File: src/rtl/inst_fetch_queue.sv
// inst_fetch_queue: AXI4 instruction fetcher with an in-order tag FIFO for
// outstanding reads and a small instruction queue feeding the core.
// Optional feature macro: INST_FETCH_JMP_PREDECODE_EN. When defined, a fetched
// I_JMP redirects the fetch PC to its embedded target without flushing the
// instruction queue.
module inst_fetch_queue #(
    parameter int CRAM_ADDR_W     = 16,
    parameter int ADDR_W          = CRAM_ADDR_W,
    parameter int DATA_W          = 32,
    parameter int MAX_OUTSTANDING = 4,
    parameter int IQ_DEPTH        = 4,
    parameter int PC_STEP         = 4
) (
    input  logic              clk,
    input  logic              rst,
    input  logic              redirect_valid,
    input  logic [ADDR_W-1:0] redirect_pc,
    output logic [3:0]        s_cram_arid,
    output logic [31:0]       s_cram_araddr,
    output logic [7:0]        s_cram_arlen,
    output logic [2:0]        s_cram_arsize,
    output logic [1:0]        s_cram_arburst,
    output logic              s_cram_arlock,
    output logic [3:0]        s_cram_arcache,
    output logic [2:0]        s_cram_arprot,
    output logic [3:0]        s_cram_arqos,
    output logic              s_cram_arvalid,
    input  logic              s_cram_arready,
    output logic              s_cram_rready,
    input  logic [3:0]        s_cram_rid,
    input  logic [DATA_W-1:0] s_cram_rdata,
    input  logic [1:0]        s_cram_rresp,
    input  logic              s_cram_rlast,
    input  logic              s_cram_rvalid,
    output logic              o_inst_valid,
    output logic [DATA_W-1:0] o_inst,
    output logic [ADDR_W-1:0] o_inst_pc,
    input  logic              i_inst_ready,
    output logic              o_fetch_err
);

    localparam int TPW = $clog2(MAX_OUTSTANDING);
    localparam int QPW = $clog2(IQ_DEPTH);
    localparam logic [31:0] MAX_OUT_U  = MAX_OUTSTANDING;
    localparam logic [31:0] IQ_DEPTH_U = IQ_DEPTH;

`ifdef INST_FETCH_JMP_PREDECODE_EN
    localparam int INSTR_W = 8;
    localparam logic [INSTR_W-1:0] I_JMP = 8'hEA;
`endif

    // Fetch PC and a redirect target parked while an AR is stalled
    logic [ADDR_W-1:0] fpc, fpc_next;
    logic              pend_valid, pend_valid_next;
    logic [ADDR_W-1:0] pend_pc, pend_pc_next;

    // Tag FIFO: one entry per accepted-but-unreturned read
    logic [ADDR_W-1:0]          tag_pc [MAX_OUTSTANDING];
    logic [MAX_OUTSTANDING-1:0] tag_kill;
    logic [TPW-1:0]             tag_wr, tag_rd;
    logic [TPW:0]               out_cnt;

    // Instruction queue towards the core
    logic [DATA_W-1:0] iq_data [IQ_DEPTH];
    logic [ADDR_W-1:0] iq_pc   [IQ_DEPTH];
    logic [QPW-1:0]    iq_wr, iq_rd;
    logic [QPW:0]      iq_cnt;

    logic [31:0]       out_cnt_w, iq_cnt_w;
    logic              credit_ok, ar_fire, tag_empty, r_fire, head_kill;
    logic              keep, iq_pop, jmp_hit, redir_any, push_kill;
    logic [ADDR_W-1:0] head_pc, redir_pc;
    logic              unused_ok;

    assign s_cram_arid    = 4'd0;
    assign s_cram_arlen   = 8'd0;
    assign s_cram_arsize  = 3'd2;
    assign s_cram_arburst = 2'd1;
    assign s_cram_arlock  = 1'b0;
    assign s_cram_arcache = 4'd0;
    assign s_cram_arprot  = 3'd0;
    assign s_cram_arqos   = 4'd0;
    assign s_cram_rready  = 1'b1;
    assign s_cram_araddr  = 32'(fpc);
    assign unused_ok      = ^{s_cram_rid, s_cram_rlast};

    assign out_cnt_w = 32'(out_cnt);
    assign iq_cnt_w  = 32'(iq_cnt);

    // A request is only offered when its response is guaranteed a queue slot;
    // while stalled, counts can only fall, so arvalid stays up until accepted.
    always_comb begin
        credit_ok = (out_cnt_w < MAX_OUT_U) && ((out_cnt_w + iq_cnt_w) < IQ_DEPTH_U);
    end

    assign s_cram_arvalid = credit_ok & ~rst;
    assign ar_fire        = s_cram_arvalid & s_cram_arready;
    assign tag_empty      = (out_cnt == '0);
    assign r_fire         = s_cram_rvalid & ~tag_empty;
    assign head_kill      = tag_kill[tag_rd];
    assign head_pc        = tag_pc[tag_rd];
    assign keep           = r_fire & ~head_kill & ~redirect_valid;
    assign iq_pop         = o_inst_valid & i_inst_ready;

    // Redirect source selection: an external redirect beats a predecoded jump
    always_comb begin
`ifdef INST_FETCH_JMP_PREDECODE_EN
        jmp_hit  = keep && (s_cram_rdata[DATA_W-1 -: INSTR_W] == I_JMP);
        redir_pc = redirect_valid ? redirect_pc : s_cram_rdata[ADDR_W-1:0];
`else
        jmp_hit  = 1'b0;
        redir_pc = redirect_pc;
`endif
        redir_any = redirect_valid | jmp_hit;
        push_kill = redir_any | pend_valid;
    end

    // Next fetch PC: step on accept, jump on redirect, park target while stalled
    always_comb begin
        fpc_next        = fpc;
        pend_valid_next = pend_valid;
        pend_pc_next    = pend_pc;
        if (ar_fire) begin
            if (redir_any) begin
                fpc_next = redir_pc;
            end else if (pend_valid) begin
                fpc_next = pend_pc;
            end else begin
                fpc_next = fpc + ADDR_W'(PC_STEP);
            end
            pend_valid_next = 1'b0;
        end else if (s_cram_arvalid) begin
            if (redir_any) begin
                pend_valid_next = 1'b1;
                pend_pc_next    = redir_pc;
            end
        end else begin
            if (redir_any) begin
                fpc_next = redir_pc;
            end else if (pend_valid) begin
                fpc_next = pend_pc;
            end
            pend_valid_next = 1'b0;
        end
    end

    // Fetch PC and pending redirect registers
    always_ff @(posedge clk or posedge rst) begin
        if (rst) begin
            fpc        <= '0;
            pend_valid <= 1'b0;
            pend_pc    <= '0;
        end else begin
            fpc        <= fpc_next;
            pend_valid <= pend_valid_next;
            pend_pc    <= pend_pc_next;
        end
    end

    // Tag FIFO control; any redirect marks every in-flight read as stale
    always_ff @(posedge clk or posedge rst) begin
        if (rst) begin
            tag_wr   <= '0;
            tag_rd   <= '0;
            out_cnt  <= '0;
            tag_kill <= '0;
        end else begin
            if (ar_fire) begin
                tag_wr <= tag_wr + TPW'(1);
            end
            if (r_fire) begin
                tag_rd <= tag_rd + TPW'(1);
            end
            out_cnt <= out_cnt + {{TPW{1'b0}}, ar_fire} - {{TPW{1'b0}}, r_fire};
            if (redir_any) begin
                tag_kill <= '1;
            end
            if (ar_fire) begin
                tag_kill[tag_wr] <= push_kill;
            end
        end
    end

    // Tag FIFO storage: PC of each accepted request
    always_ff @(posedge clk) begin
        if (ar_fire) begin
            tag_pc[tag_wr] <= fpc;
        end
    end

    // Instruction queue control; an external redirect empties it
    always_ff @(posedge clk or posedge rst) begin
        if (rst) begin
            iq_wr  <= '0;
            iq_rd  <= '0;
            iq_cnt <= '0;
        end else if (redirect_valid) begin
            iq_rd  <= iq_wr;
            iq_cnt <= '0;
        end else begin
            if (keep) begin
                iq_wr <= iq_wr + QPW'(1);
            end
            if (iq_pop) begin
                iq_rd <= iq_rd + QPW'(1);
            end
            iq_cnt <= iq_cnt + {{QPW{1'b0}}, keep} - {{QPW{1'b0}}, iq_pop};
        end
    end

    // Instruction queue storage
    always_ff @(posedge clk) begin
        if (keep) begin
            iq_data[iq_wr] <= s_cram_rdata;
            iq_pc[iq_wr]   <= head_pc;
        end
    end

    // Sticky error: orphan response or error on a kept response
    always_ff @(posedge clk or posedge rst) begin
        if (rst) begin
            o_fetch_err <= 1'b0;
        end else if ((s_cram_rvalid & tag_empty) | (keep & (s_cram_rresp != 2'd0))) begin
            o_fetch_err <= 1'b1;
        end
    end

    assign o_inst_valid = (iq_cnt != '0);
    assign o_inst       = o_inst_valid ? iq_data[iq_rd] : '0;
    assign o_inst_pc    = o_inst_valid ? iq_pc[iq_rd] : '0;

endmodule

File: config.mk
export PLATFORM = sky130hd
export DESIGN_NAME = inst_fetch_queue
export DESIGN_NICKNAME = d
export VERILOG_FILES = /design/src/rtl/inst_fetch_queue.sv
export SDC_FILE = /design/constraint.sdc
export NUM_CORES = 1
export LEC_CHECK = 0
export BUFFER_PORTS_ARGS = -buffer_cell sky130_fd_sc_hd__buf_2
export CAP_MARGIN = 10
export CORE_MARGIN = 2
export CORE_UTILIZATION = 57
export DETAILED_ROUTE_END_ITERATION = 7
export GPL_ROUTABILITY_DRIVEN = 1
export PLACE_DENSITY_LB_ADDON = 0.08
export SYNTH_ARGS = -nofsm -noshare
export SYNTH_HDL_FRONTEND = slang
export SYNTH_SLANG_ARGS = --single-unit
File: constraint.sdc
create_clock -name clk -period 4.1 [get_ports clk]
set_input_delay 0.205 -clock clk [delete_from_list [all_inputs] [get_ports clk]]
set_output_delay 0.205 -clock clk [all_outputs]
set_load 0.01 [all_outputs]
Word-level counts from Yosys, hierarchy flattened
Memories as Yosys holds them, arrays and structs flattened.
Index checks and enable logic that the tools add are counted.
{"block": "word_totals", "ff_bits": 52, "ram_bits": 256, "input_bits": 61, "output_inout_bits": 113, "elab_cells": 81, "n_memories": 3}
{"block": "op_classes", "n_addsub": 10, "n_lt_le_gt_ge": 5, "n_eq_ne": 2, "mux": 25, "bitwise_logic": 15, "reduce_logical": 10}
{"name": "iq_data", "depth": 4, "word_bits": 32, "rd": 1, "rd_clocked_by_memory_dff": 0, "write_ports": 1, "line": "64", "text": "logic [DATA_W-1:0] iq_data [IQ_DEPTH];"}
{"name": "iq_pc", "depth": 4, "word_bits": 16, "rd": 1, "rd_clocked_by_memory_dff": 0, "write_ports": 1, "line": "65", "text": "logic [ADDR_W-1:0] iq_pc [IQ_DEPTH];"}
{"name": "tag_pc", "depth": 4, "word_bits": 16, "rd": 1, "rd_clocked_by_memory_dff": 0, "write_ports": 1, "line": "58", "text": "logic [ADDR_W-1:0] tag_pc [MAX_OUTSTANDING];"}
{"operator": "16-bit 2-to-1 mux", "count": 7}
{"operator": "32-bit 2-to-1 mux", "count": 1}
{"operator": "16-bit by 3-bit adder with 16-bit output (second input constant)", "count": 1}
{"operator": "1-bit 2-to-1 mux", "count": 9}
{"operator": "2-bit by 1-bit adder with 2-bit output (second input constant)", "count": 4}
{"operator": "1-bit AND", "count": 8}
{"operator": "4-bit 2-to-1 mux", "count": 2}
{"operator": "3-bit by 1-bit adder with 3-bit output", "count": 2}
{"operator": "2-bit by 3-bit < comparator with 1-bit output (second input constant)", "count": 2}
{"operator": "3-bit nonzero test", "count": 2}
{"operator": "3-bit by 1-bit subtractor with 3-bit output", "count": 2}
{"operator": "1-bit inverter", "count": 5}
{"operator": "3-bit by 3-bit adder with 4-bit output", "count": 1}
{"operator": "4-bit bitwise mux", "count": 1}
{"operator": "4-bit by 3-bit < comparator with 1-bit output (second input constant)", "count": 1}
{"operator": "2-bit 2-to-1 mux", "count": 2}
{"operator": "2-bit AND reduction", "count": 2}
{"operator": "2-bit nonzero test", "count": 2}
{"operator": "3-bit zero test", "count": 1}
{"operator": "3-bit < comparator (second input constant)", "count": 1}
{"operator": "3-bit 2-to-1 mux", "count": 1}
{"operator": "3-bit by 2-bit != test with 1-bit output (second input constant)", "count": 1}
{"operator": "3-bit AND reduction", "count": 1}
{"operator": "1-bit binary-select mux with 2-bit select", "count": 1}
{"operator": "5 further kinds", "count": 7}

Longest topological paths before layout
Gate-level depths: netlist of run 1.
{"block": "depth", "ltp_word": 8, "depth_mapped": 12, "depth_no_buf": 11}

Worst setup path before layout of run 1
OpenSTA, ideal clock, no wires.
{"block": "synth_path", "path_type": "flip-flop to flip-flop", "startpoint": "register tag_rd[0]", "endpoint": "memory iq_data[0][0], enable pin", "setup_time_ns": 0.410, "arrival_ns": 2.678, "t_required_ns": 3.690, "path_slack_ns": 1.012, "stages_incl_launch_ff": 5, "path_buffers": 1, "period_less_slack_ns": 3.088, "path_cell_list": "dfrtp_1 -> buf_2 -> mux4_2 -> nor3_2 -> and2_1"}
{"block": "synth_via", "elab_chain_cells": 7}
{"element": "start: declaration", "line": "60", "text": "logic [TPW-1:0] tag_wr, tag_rd;"}
{"element": "start signal: assignment", "line": "172", "text": "tag_rd <= tag_rd + TPW'(1);"}
{"element": "1-bit binary-select mux with 2-bit select", "line": "100", "text": "assign head_kill = tag_kill[tag_rd];"}
{"element": "1-bit 2-to-1 mux (not written as such)", "line": "100"}
{"element": "1-bit inverter", "line": "102", "text": "assign keep = r_fire & ~head_kill & ~redirect_valid;"}
{"element": "1-bit AND (2 in a row)", "line": "102"}
{"element": "1-bit 2-to-1 mux", "line": "213", "text": "if (keep) begin"}
{"element": "1-bit 2-to-1 mux (not written as such)", "line": "214", "text": "iq_data[iq_wr] <= s_cram_rdata;"}
{"element": "end: declaration", "line": "64"}
Every way passes these cells. The select of a mux whose other input is x is not followed.

Worst setup path in the final report of run 1
{"block": "layout_path", "startpoint": "register out_cnt[2]", "endpoint": "register out_cnt[2]"}
{"block": "layout_via", "elab_chain_cells": 7, "elab_cells_between_ends": 11, "classes_between": "3 x add/sub; 2 x order compare; 4 x bitwise; 2 x reduce/logical"}
{"element": "start: declaration", "line": "61", "text": "logic [TPW:0] out_cnt;"}
{"element": "start signal: assignment", "line": "174", "text": "out_cnt <= out_cnt + {{TPW{1'b0}}, ar_fire} - {{TPW{1'b0}}, r_fire};"}
{"element": "3-bit by 3-bit adder with 4-bit output", "line": "93", "text": "credit_ok = (out_cnt_w < MAX_OUT_U) && ((out_cnt_w + iq_cnt_w) < IQ_DEPTH_U);"}
{"element": "4-bit by 3-bit < comparator with 1-bit output", "line": "93"}
{"element": "1-bit logical AND", "line": "93"}
{"element": "1-bit AND", "line": "96", "text": "assign s_cram_arvalid = credit_ok & ~rst;"}
{"element": "1-bit AND", "line": "97", "text": "assign ar_fire = s_cram_arvalid & s_cram_arready;"}
{"element": "3-bit by 1-bit adder with 3-bit output", "line": "174"}
{"element": "3-bit by 1-bit subtractor with 3-bit output (*)", "line": "174"}
Every way passes the cells marked *; elsewhere a longest branch is shown, timed or not.
A chain may end at the register's enable or synchronous reset.

==> impl_metrics.json, run 1 <==
{
  "status": "complete, no violations",
  "clk-insertion-delay-late_ns": 0.54,
  "finalHoldViolations": 0,
  "critPathArrivalTime_ns": 3.43,
  "crit_path_end_kind": "flop",
  "drc": 0,
  "rows": 54,
  "slew_headroom_pct": 32.66,
  "ir_drop_mv": 0.3991,
  "synthMuxAreaShare_pct": 13.32,
  "cts_tree": "done",
  "cap_violations": 0,
  "gp_congestion": 0.7902,
  "post_drt_wl_per_cell_um": 19.13,
  "die_y_um": 154.3,
  "start_kind": "flop",
  "synth_xor_area_share_pct": 1.225,
  "nets": 997,
  "netlist_area_mm2": 0.01287,
  "dieArea_mm2": 0.02380,
  "worst_pin_slew_ns": 1.010,
  "fmax_mhz": 336.6,
  "n_antenna_cell": 0,
  "finalMaxSlewViolations": 0,
  "seq_area_frac_synth_pct": 69.82,
  "clk_path_buf_depth": 3,
  "io_pins": 174,
  "synth_compound_area_share_pct": 3.509,
  "ys_ff_latch": 308,
  "whs_path_depth": 3,
  "post-route-min-period_ns": 2.971,
  "yosysWarnings": 0,
  "vias_per_cell": 5.585,
  "grt.overflow.total": 0,
  "synth_adder_area_share_pct": 1.769,
  "synthFlopType": "edfxtp_1",
  "period_share_pct": 72.47,
  "cp_max_fo": 17,
  "syn_area_per_cell_um2": 17.71,
  "core_area_mm2": 0.02203,
  "grt_pass1_vias": 6939,
  "grt_pass1_wl_um": 36890,
  "n_fill_cell": 1420,
  "fin_cells": 1224,
  "grt_max_degree": 51,
  "drtIter0Drc": 321,
  "rsz0062_at_grt": "no",
  "utilization_pct": 69.29,
  "die_x_um": 154.3,
  "grt_use_total_pct": 19.62,
  "hold_class": "input pin to flop",
  "powerDensity_mw_per_mm2": 653.5,
  "placed_cells_incl_taps": 1113,
  "synth-simple-area-share_pct": 5.900,
  "initial_core_util_pct": 58.45,
  "cts_sinks": 308,
  "skew_ns": 0.01491,
  "cts_made_buffers": 31,
  "synth.distinct_cells": 56,
  "synthCells": 727,
  "ant_nets": 0,
  "cts-root-buf": "clkbuf_16",
  "port_buffers": 122,
  "hpwl_um": 14340,
  "crit_required_ns": 4.56,
  "async_reset_ff_share_pct": 16.88,
  "clk_pin_slew_ns": 0.06,
  "antenna_found_initial": 0,
  "synth_edf_count": 256,
  "p_leak_uw": 0.005648,
  "tns_ns": 0,
  "drive_above_1_share_pct": 30.08,
  "final-setup-viol-count": 0,
  "area_delta_synth_final_pct": 18.55,
  "finalWirelength_um": 23420,
  "vias": 6836,
  "reg2reg_depth": 12,
  "synth_top_family_by_area": "multiplexers",
  "path_class": "flop to flop",
  "drt_pass1_iterations": 5,
  "post_cts_resized": 0,
  "cts_max_level": 1
}
==> sequential cells by signal (all words and copies together) (netlist names) <==
name / count
iq_data: 128
iq_pc: 64
tag_pc: 64
fpc: 16
pend_pc: 16
tag_kill: 4
iq_cnt: 3
out_cnt: 3
iq_rd: 2
iq_wr: 2
tag_rd: 2
tag_wr: 2
o_fetch_err: 1
pend_valid: 1
==> layout make-up <==
type	instances	area [um2]	area share (%)
clock inverters	11	138.9	0.9100
repair buffers	194	1334	8.739
flip-flops and latches	308	8994	58.93
clock buffers	47	885.9	5.804
multi-input cells	365	3488	22.86
well taps	280	350.3	2.295
inverters	19	71.32	0.4673
==> placed cells by master, fill, tap and decap left out, drive strengths merged, types with 2 or more instances in the layout <==
cell type    instances
clkinvlp             2
xnor2               13
a31oi                4
or4                  2
ha                  15
mux4                65
dfrtp               52
bufinv               3
clkinv               5
nand3                7
a211o               11
nand2               19
a221oi               2
dlygate4sd3         53
o31ai                3
nor3                 6
fa                   2
nor2                19
nand2b               5
mux2                18
and2                58
edfxtp             256
xor2                 5
inv                 20
clkbuf              47
o211ai               3
nor4                 5
o21ai               11
nand4                2
buf                141
conb                46
a21oi               20
nor2b                5
==> cells by family (layout without fill, tap and decap cells) <==
group                    after synthesis  after routing
multiplexers                          84             84
AND/OR/NAND/NOR                      133            133
other                                  2             46
flip-flops                           308            308
AO/OA/AOI/OAI                         67             67
XOR/XNOR                              18             18
buffers and inverters                 98            271
adder cells (fa/ha/maj)               17             17
==> through the flow <==
step / hold slack (ns) / instance area [um2] / setup WS, ns / power [uW]
6_report: 0.03880 / 15260 / 1.129 / 9973
5_1_grt: 0.04729 / 15260 / 0.9243 / 10500
4_1_cts: 0.02529 / 15260 / 1.104 / 10080
3_5_place_dp: 0.1430 / 13710 / 1.116 / 7260
3_3_place_gp: 0.1323 / 13710 / 1.196 / 7141
2_1_floorplan: 0.2785 / 13040 / 1.012 / 6311
==> where the power goes <==
part / leakage [uW] / switching (uW) / internal (uW)
Sequential: 0.00291 / 554 / 3870
Combinational: 0.00224 / 1330 / 1450
Clock: 0.000498 / 1100 / 1670
Total: 0.00565 / 2980 / 7000
==> Yosys cell counts, types with 3 or more instances <==
master / n / area [um2]
edfxtp_1: 256 / 7687
mux4_2: 65 / 1464
and2_1: 58 / 362.9
dfrtp_1: 52 / 1301
buf_4: 47 / 352.8
a21oi_1: 20 / 100.1
inv_1: 19 / 71.32
nor2_1: 19 / 71.32
nand2_1: 18 / 67.56
clkbuf_1: 17 / 63.81
ha_1: 15 / 187.7
xnor2_1: 13 / 113.9
buf_2: 12 / 60.06
a211o_1: 11 / 96.34
o21ai_0: 11 / 55.05
mux2_4: 10 / 150.1
mux2_2: 8 / 90.09
nand3_1: 7 / 35.03
nand2b_1: 5 / 31.28
nor2b_1: 5 / 31.28
nor3_1: 5 / 25.02
xor2_1: 5 / 43.79
a31oi_1: 4 / 25.02
nor4_1: 4 / 25.02
o211ai_1: 3 / 22.52
o31ai_1: 3 / 22.52
==> per-layer routing <==
metal  wire [um]  part of all wire [%]  up-vias  global-route usage (%)
met3        1132                   4.8       38                   2.718
met5           0                     0        -                       0
met1        9855                    42     3486                   25.54
met2       12040                    51      214                   35.58
met4         384                   1.6        0                   4.453
li1            -                     -     3098                       -
==> critical path, cell delays in order (launching register included) <==
cell,delay (ns)
dfrtp_1,0.44
ha_1,0.33
nor4_1,0.27
and4_1,0.24
buf_4,0.22
inv_1,0.16
ha_1,0.31
inv_1,0.06
ha_1,0.12
inv_1,0.04
fa_1,0.37
xnor2_1,0.18
xnor2_1,0.15
==> final timing paths <==
kind	from	end	slack, ns
worst max-delay path	out_cnt[2]$_DFF_PP0_	out_cnt[2]$_DFF_PP0_	1.13
worst min-delay path	s_cram_rvalid	tag_rd[0]$_DFFE_PP0N_	0.04
worst max register to register	out_cnt[2]$_DFF_PP0_	out_cnt[2]$_DFF_PP0_	1.13
worst min register to register	pend_pc[5]$_DFFE_PP0P_	pend_pc[5]$_DFFE_PP0P_	0.52
max in group asynchronous	rst	fpc[3]$_DFFE_PP0P_	3.13
min in group asynchronous	rst	iq_rd[1]$_DFFE_PP0P_	0.13
==> repair_timing <==
item	in CTS	in global routing
hold endpoints to repair	162	0
setup buffers	0	0
hold buffers	53	0
No activity file was read; power rests on OpenSTA's default activity.
==> run 2, diff against run 1 <==
ABC_AREA = 1   (was unset)
CORE_UTILIZATION = 58   (was 57)
clock period = 3.05 ns   (was 4.1 ns; I/O delays follow)
==> run 2 against run 1 <==
Against the previous run: global-route usage increased by 4.4 points; first-iteration DRC count increased by 140%; sequential power increased by 34%; combinational power increased by 64%; clock power grew 31%; register-to-register slack worse by 0.92 ns; critical path type unchanged.
==> impl_metrics.json, run 2 <==
{
  "seq_area_frac_synth_pct": 67.56,
  "hold_buffers": 54,
  "clk_pin_slew_ns": 0.07,
  "slew_headroom_pct": 28.26,
  "regMostFlops": "iq_data",
  "final-setup-viol-count": 0,
  "syn_area_per_cell_um2": 11.01,
  "fmax_mhz": 351.4,
  "die_y_um": 155.5,
  "grt_max_degree": 98,
  "path_class": "flop to flop",
  "post_drt_wl_per_cell_um": 17.13,
  "synthFlopType": "edfxtp_1",
  "p_leak_uw": 0.006173,
  "endpoint": "o_fetch_err$_DFFE_PP0P_",
  "area_delta_synth_final_pct": 17.15,
  "powerDensity_mw_per_mm2": 905.9,
  "setup_ws_ns": 0.2042,
  "reg2reg_to": "o_fetch_err$_DFFE_PP0P_",
  "die_x_um": 155.5,
  "grt.overflow.total": 0,
  "design_area_mm2": 0.01559,
  "synth_commonest_cells": "273 x nor2_1, 256 x edfxtp_1, 143 x o21ai_0",
  "grt_pass1_wl_um": 45610,
  "clk_path_buf_depth": 3,
  "layout_commonest_cell": "nor2_1",
  "worst_pin_slew_ns": 1.076,
  "cts_sinks": 308,
  "cts-root-buf": "clkbuf_16",
  "grt_use_total_pct": 24.00,
  "rsz0062_at_grt": "no",
  "start_kind": "flop",
  "core_area_mm2": 0.02257,
  "worst_hold_slack_ns": 0.02606,
  "grt_pass1_vias": 8765,
  "synth_edf_count": 256,
  "clk-insertion-delay-late_ns": 0.56,
  "yosys-top-cells-area": "edfxtp_1 58%, dfrtp_1 9.8%, nor2_1 7.7%",
  "synth.distinct_cells": 35,
  "cp_max_fo": 6,
  "vias": 9068,
  "dieArea_mm2": 0.02416,
  "post-cts-setup-buffers": 0,
  "critPathArrivalTime_ns": 3.35,
  "grtUsageMet1_pct": 31.85,
  "use_met2_pct": 42.20,
  "post_cts_resized": 0,
  "hold_class": "input pin to flop",
  "ir_drop_mv": 0.5414,
  "largestRegisters": "iq_data (128), iq_pc (64), tag_pc (64)",
  "netlist_area_mm2": 0.01330,
  "drc": 0,
  "skew_ns": 0.01085,
  "cts_made_buffers": 31,
  "status": "complete, no violations",
  "cts_tree": "done",
  "post-route-min-period_ns": 2.846,
  "io_pins": 174,
  "port_buffers": 122,
  "ys_ff_latch": 308,
  "nets": 1457,
  "gr-usage-met3_pct": 3.231,
  "vias_per_cell": 5.363,
  "drt_pass1_iterations": 5,
  "gr-max-usage-layer": "met2",
  "period_share_pct": 93.31,
  "total_power_uw": 14120,
  "gp_congestion": 0.8152,
  "finalWirelength_um": 28970,
  "yosysWarnings": 0,
  "finalHoldViolations": 0,
  "antenna_found_initial": 2,
  "initial_core_util_pct": 58.94,
  "drtIter0Drc": 768,
  "synth_top_area_share_pct": 57.78,
  "synth_most_common_cell": "nor2_1",
  "post_dp_cell_area_mm2": 0.01407,
  "synthCells": 1208,
  "rows": 55,
  "drive_above_1_share_pct": 15.17,
  "finalMaxSlewViolations": 0,
  "hpwl_um": 17010,
  "crit_required_ns": 3.55,
  "async_reset_ff_share_pct": 16.88,
  "cp-startpoint": "out_cnt[1]$_DFF_PP0_",
  "crit_path_end_kind": "flop",
  "reg2reg_depth": 8,
  "synth_top_cell_by_area": "edfxtp_1",
  "regToRegSetupSlack_ns": 0.20,
  "ant_nets": 0,
  "reg2reg_from": "out_cnt[1]$_DFF_PP0_",
  "place_ws_ns": 0.5442,
  "cts_max_level": 1,
  "final_cell_mix": "269 x nor2_1, 256 x edfxtp_1, 143 x o21ai_0",
  "largest_reg_flops": 128,
  "cap_violations": 0
}
-- run 2: power breakdown --
part	internal (uW)	leakage (uW)	total, uW	switching (uW)
Combinational	1520	0.00278	4560	3040
Sequential	5360	0.00293	5940	574
Clock	2090	0.000469	3620	1530
-- run 2: worst min-delay path by stage --
stage | from | to | slack (ns) | cells after the start
after global routing | s_cram_arready | pend_valid$_DFFE_PP0P_ | 0.03 | 4
final | s_cram_arready | pend_valid$_DFFE_PP0P_ | 0.03 | 4
after global placement | rst | o_fetch_err$_DFFE_PP0P_ | 0.25 | 2
after CTS | s_cram_arready | pend_valid$_DFFE_PP0P_ | 0.006 | 4
after detailed placement | rst | fpc[0]$_DFFE_PP0P_ | 0.24 | 2
after floorplan | s_cram_rdata[0] | iq_data[0][0]$_DFFE_PP_ | 0.25 | 0
-- run 2: area by class of cell --
| type | count | area [um2] |
|---|---|---|
| tap | 285 | 356.6 |
| sequential | 308 | 8991 |
| timing repair buffer | 199 | 1374 |
| clock inverter | 13 | 120.1 |
| fill | 1708 | 6985 |
| multi-input combinational | 775 | 3646 |
| antenna | 2 | 5.005 |
| clock buffer | 45 | 848.3 |
| inverter | 64 | 245.2 |
-- run 2: per-layer routing --
| metal | share of wire, % | vias to the layer above | wire, um |
|---|---|---|---|
| met2 | 50 | 296 | 14480 |
| met1 | 42 | 4328 | 12200 |
| met5 | 0 | - | 0 |
| li1 | - | 4396 | - |
| met4 | 1.8 | 0 | 527 |
| met3 | 6.1 | 48 | 1762 |
-- run 2: worst max-delay path, cell delays in order, from the launching register on --
cell and delay, ns:
dfrtp_1 0.45, inv_1 0.08, a31oi_1 0.42, nand3_2 0.32, inv_1 0.23, o21ai_0 0.10, dlygate4sd3_1 0.58, nand3_1 0.07
dlygate4sd3_1 0.54
-- run 2: cell families (layout without fill, tap and decap cells) --
logic type	count (synthesis)	after routing	share of synthesized area (%)
buf+inv	169	321	6.499
compound gates	248	248	9.781
other cells	2	48	0.05645
flops	308	308	67.56
fa+ha+maj	17	17	1.712
xor+xnor	8	8	0.5267
simple gates	456	456	13.86
-- run 2: per-stage QoR --
step	TNS (ns)	util, %	instances
finish	0	69.05	1691
global route	0	69.05	1691
CTS	0	69.03	1689
detailed placement	0	62.34	1577
global placement	0	62.34	1577
floorplan	-75.54	-	1252
==> run 3, diff against run 2 <==
GPL_TIMING_DRIVEN = 0   (was unset)
==> run 3 against run 2 <==
Against the previous run: clock power decreased by 5%; routed wire length increased by 4.0%; sequential cell count unchanged; die area unchanged; global-route usage increased by 0.85 points; cell count increased by 4.9%; worst setup slack got worse by 0.0045 ns; utilization increased by 2.1 points; design area increased by 3.0%; clock skew increased by 0.0059 ns; largest cell class unchanged.
==> impl_metrics.json, run 3 (synthesized netlist as in run 2, its figures left out) <==
{
  "drc": 0,
  "hp-start": "s_cram_arready",
  "reg2reg_from": "tag_rd[1]$_DFFE_PP0N_",
  "cp_max_fo": 10,
  "antenna_found_initial": 0,
  "powerDensity_mw_per_mm2": 886.3,
  "switching_share_pct": 36.86,
  "cts_sinks": 308,
  "cts-root-buf": "clkbuf_16",
  "crit_path_end_kind": "flop",
  "path_buf_inv": 4,
  "die_x_um": 155.5,
  "drtIter0Drc": 676,
  "grt_max_degree": 33,
  "clk-insertion-delay-late_ns": 0.56,
  "reg2reg_to": "o_fetch_err$_DFFE_PP0P_",
  "grt_pass1_wl_um": 46380,
  "critPathTopFamily": "buffers and inverters",
  "post-cts-setup-buffers": 0,
  "vias": 9427,
  "hold_end": "pend_valid$_DFFE_PP0P_",
  "die_y_um": 155.5,
  "area_delta_synth_final_pct": 20.65,
  "p_int_uw": 8983,
  "slew_headroom_pct": 34.63,
  "hpwl_um": 19350,
  "core_area_mm2": 0.02257,
  "ir_drop_mv": 0.6206,
  "start_kind": "flop",
  "cts_made_buffers": 31,
  "largest_reg_flops": 128,
  "power.switching_uw": 5244,
  "regMostFlops": "iq_data",
  "vias_per_cell": 5.314,
  "largestRegisters": "iq_data (128), iq_pc (64), tag_pc (64)",
  "cap_violations": 0,
  "design_area_mm2": 0.01605,
  "cp_slowest_cell": "dlygate4sd3_1",
  "skew_ns": 0.01676,
  "grt_pass1_vias": 8865,
  "status": "complete, no violations",
  "hold_class": "input pin to flop",
  "initial_core_util_pct": 58.94,
  "nets": 1544,
  "crit_chain": "clkbuf_1 -> o21ai_0 -> nand2_1 -> nand3_2 -> inv_1 -> o21ai_0 -> dlygate4sd3_1 -> nand3_1 -> dlygate4sd3_1",
  "post-route-min-period_ns": 2.850,
  "n_antenna_cell": 0,
  "seq_power_share_pct": 41.2,
  "worst_pin_slew_ns": 0.9782,
  "rows": 55,
  "cts_max_level": 1,
  "power_frac_comb_pct": 34.6,
  "layout_commonest_cell": "nor2_1",
  "path_class": "flop to flop",
  "drive_above_1_share_pct": 17.39,
  "io_pins": 174,
  "multi_input_area_mm2": 0.003652,
  "tns_ns": 0,
  "regToRegSetupSlack_ns": 0.20,
  "clk_pin_slew_ns": 0.06,
  "p_leak_uw": 0.006449,
  "post_dp_cell_area_mm2": 0.01460,
  "clk_path_buf_depth": 3,
  "reg2reg_depth": 9,
  "slowest_delay_ns": 0.59,
  "critPathArrivalTime_ns": 3.34,
  "finalMaxSlewViolations": 0,
  "gp_congestion": 0.8502,
  "finalHoldViolations": 0,
  "post_drt_wl_per_cell_um": 16.99,
  "crit_required_ns": 3.54,
  "port_buffers": 122,
  "period_share_pct": 93.45,
  "finalWirelength_um": 30140,
  "final-setup-viol-count": 0,
  "dieArea_mm2": 0.02416,
  "grt.overflow.total": 0,
  "utilization_pct": 71.11,
  "drt_pass1_iterations": 7,
  "seq_area_mm2": 0.008989,
  "fmax_mhz": 350.8,
  "clock_power_share_pct": 24.3,
  "final_cell_mix": "269 x nor2_1, 256 x edfxtp_1, 143 x o21ai_0",
  "ant_nets": 0,
  "grt_use_total_pct": 24.85,
  "whs_path_depth": 4,
  "cts_tree": "done",
  "n_fill_cell": 1615,
  "rsz0062_at_grt": "no"
}
## run 3: cell count changes in the layout (fill, tap and decap cells not counted), sizes merged
cell,delta
diode,-2
clkinv,-6
bufinv,-1
clkbuf,+41
dlygate4sd3,-1
buf,+52
## run 3: power groups by stage
stage | clock network (uW) | registers (uW) | logic (uW)
final | 3450 | 5850 | 4920
after global routing | 3660 | 5920 | 5470
after CTS | 3480 | 5860 | 4910
after detailed placement | 0 | 5940 | 4840
after global placement | 0 | 5930 | 4690
after floorplan | 0 | 5800 | 3060
## run 3: through the flow
step	setup slack (ns)	cells	power, uW	hold WS, ns
after floorplan	-0.3934	1252	8865	0.2514
after global placement	-2.164	1659	10630	0.3649
after detailed placement	0.2683	1665	10770	0.2195
after CTS	0.1223	1774	14250	0.03425
after global routing	0.03822	1774	15060	0.05620
final	0.1997	1774	14230	0.04263
## run 3: metal layers
metal | share of wire, % | global-route usage, % | vias up
li1 | - | - | 4569
met1 | 40 | 32.28 | 4414
met2 | 50 | 43.64 | 393
met3 | 7.4 | 3.454 | 51
met4 | 2.7 | 7.907 | 0
met5 | 0 | 0 | -
## run 3: area by class of cell
class	instances	area share, %
Timing Repair Buffer	181	7.951
Inverter	64	1.528
Clock buffer	50	5.339
Buffer	105	3.858
Clock inverter	6	0.3508
Sequential cell	308	56.00
Multi-Input combinational cell	775	22.75
Tap cell	285	2.222
## run 3: worst max-delay path by stage
stage                     startpoint                        to  slack, ns  depth (start not counted)
2_1_floorplan   out_cnt[1]$_DFF_PP0_   iq_data[0][0]$_DFFE_PP_      -0.39                          4
3_3_place_gp    out_cnt[1]$_DFF_PP0_  iq_data[1][27]$_DFFE_PP_      -2.16                          4
3_5_place_dp    out_cnt[1]$_DFF_PP0_  iq_data[1][27]$_DFFE_PP_       0.27                          5
4_1_cts         out_cnt[1]$_DFF_PP0_   o_fetch_err$_DFFE_PP0P_       0.12                          8
5_1_grt        tag_rd[1]$_DFFE_PP0N_   o_fetch_err$_DFFE_PP0P_       0.04                          9
6_report       tag_rd[1]$_DFFE_PP0N_   o_fetch_err$_DFFE_PP0P_       0.20                          9
## run 3: what timing repair did
item,4_1_cts,5_1_grt
gates resized for setup,0,1
endpoints found under the setup margin,0,1
hold endpoints to repair,170,0
hold buffers,53,0
## run 3: worst register-to-register path: cells and delay by family, from the launching register on
family | cells | cell delay, ns
buf+inv | 4 | 1.72
simple gates | 3 | 0.42
flops | 1 | 0.39
compound gates | 2 | 0.27
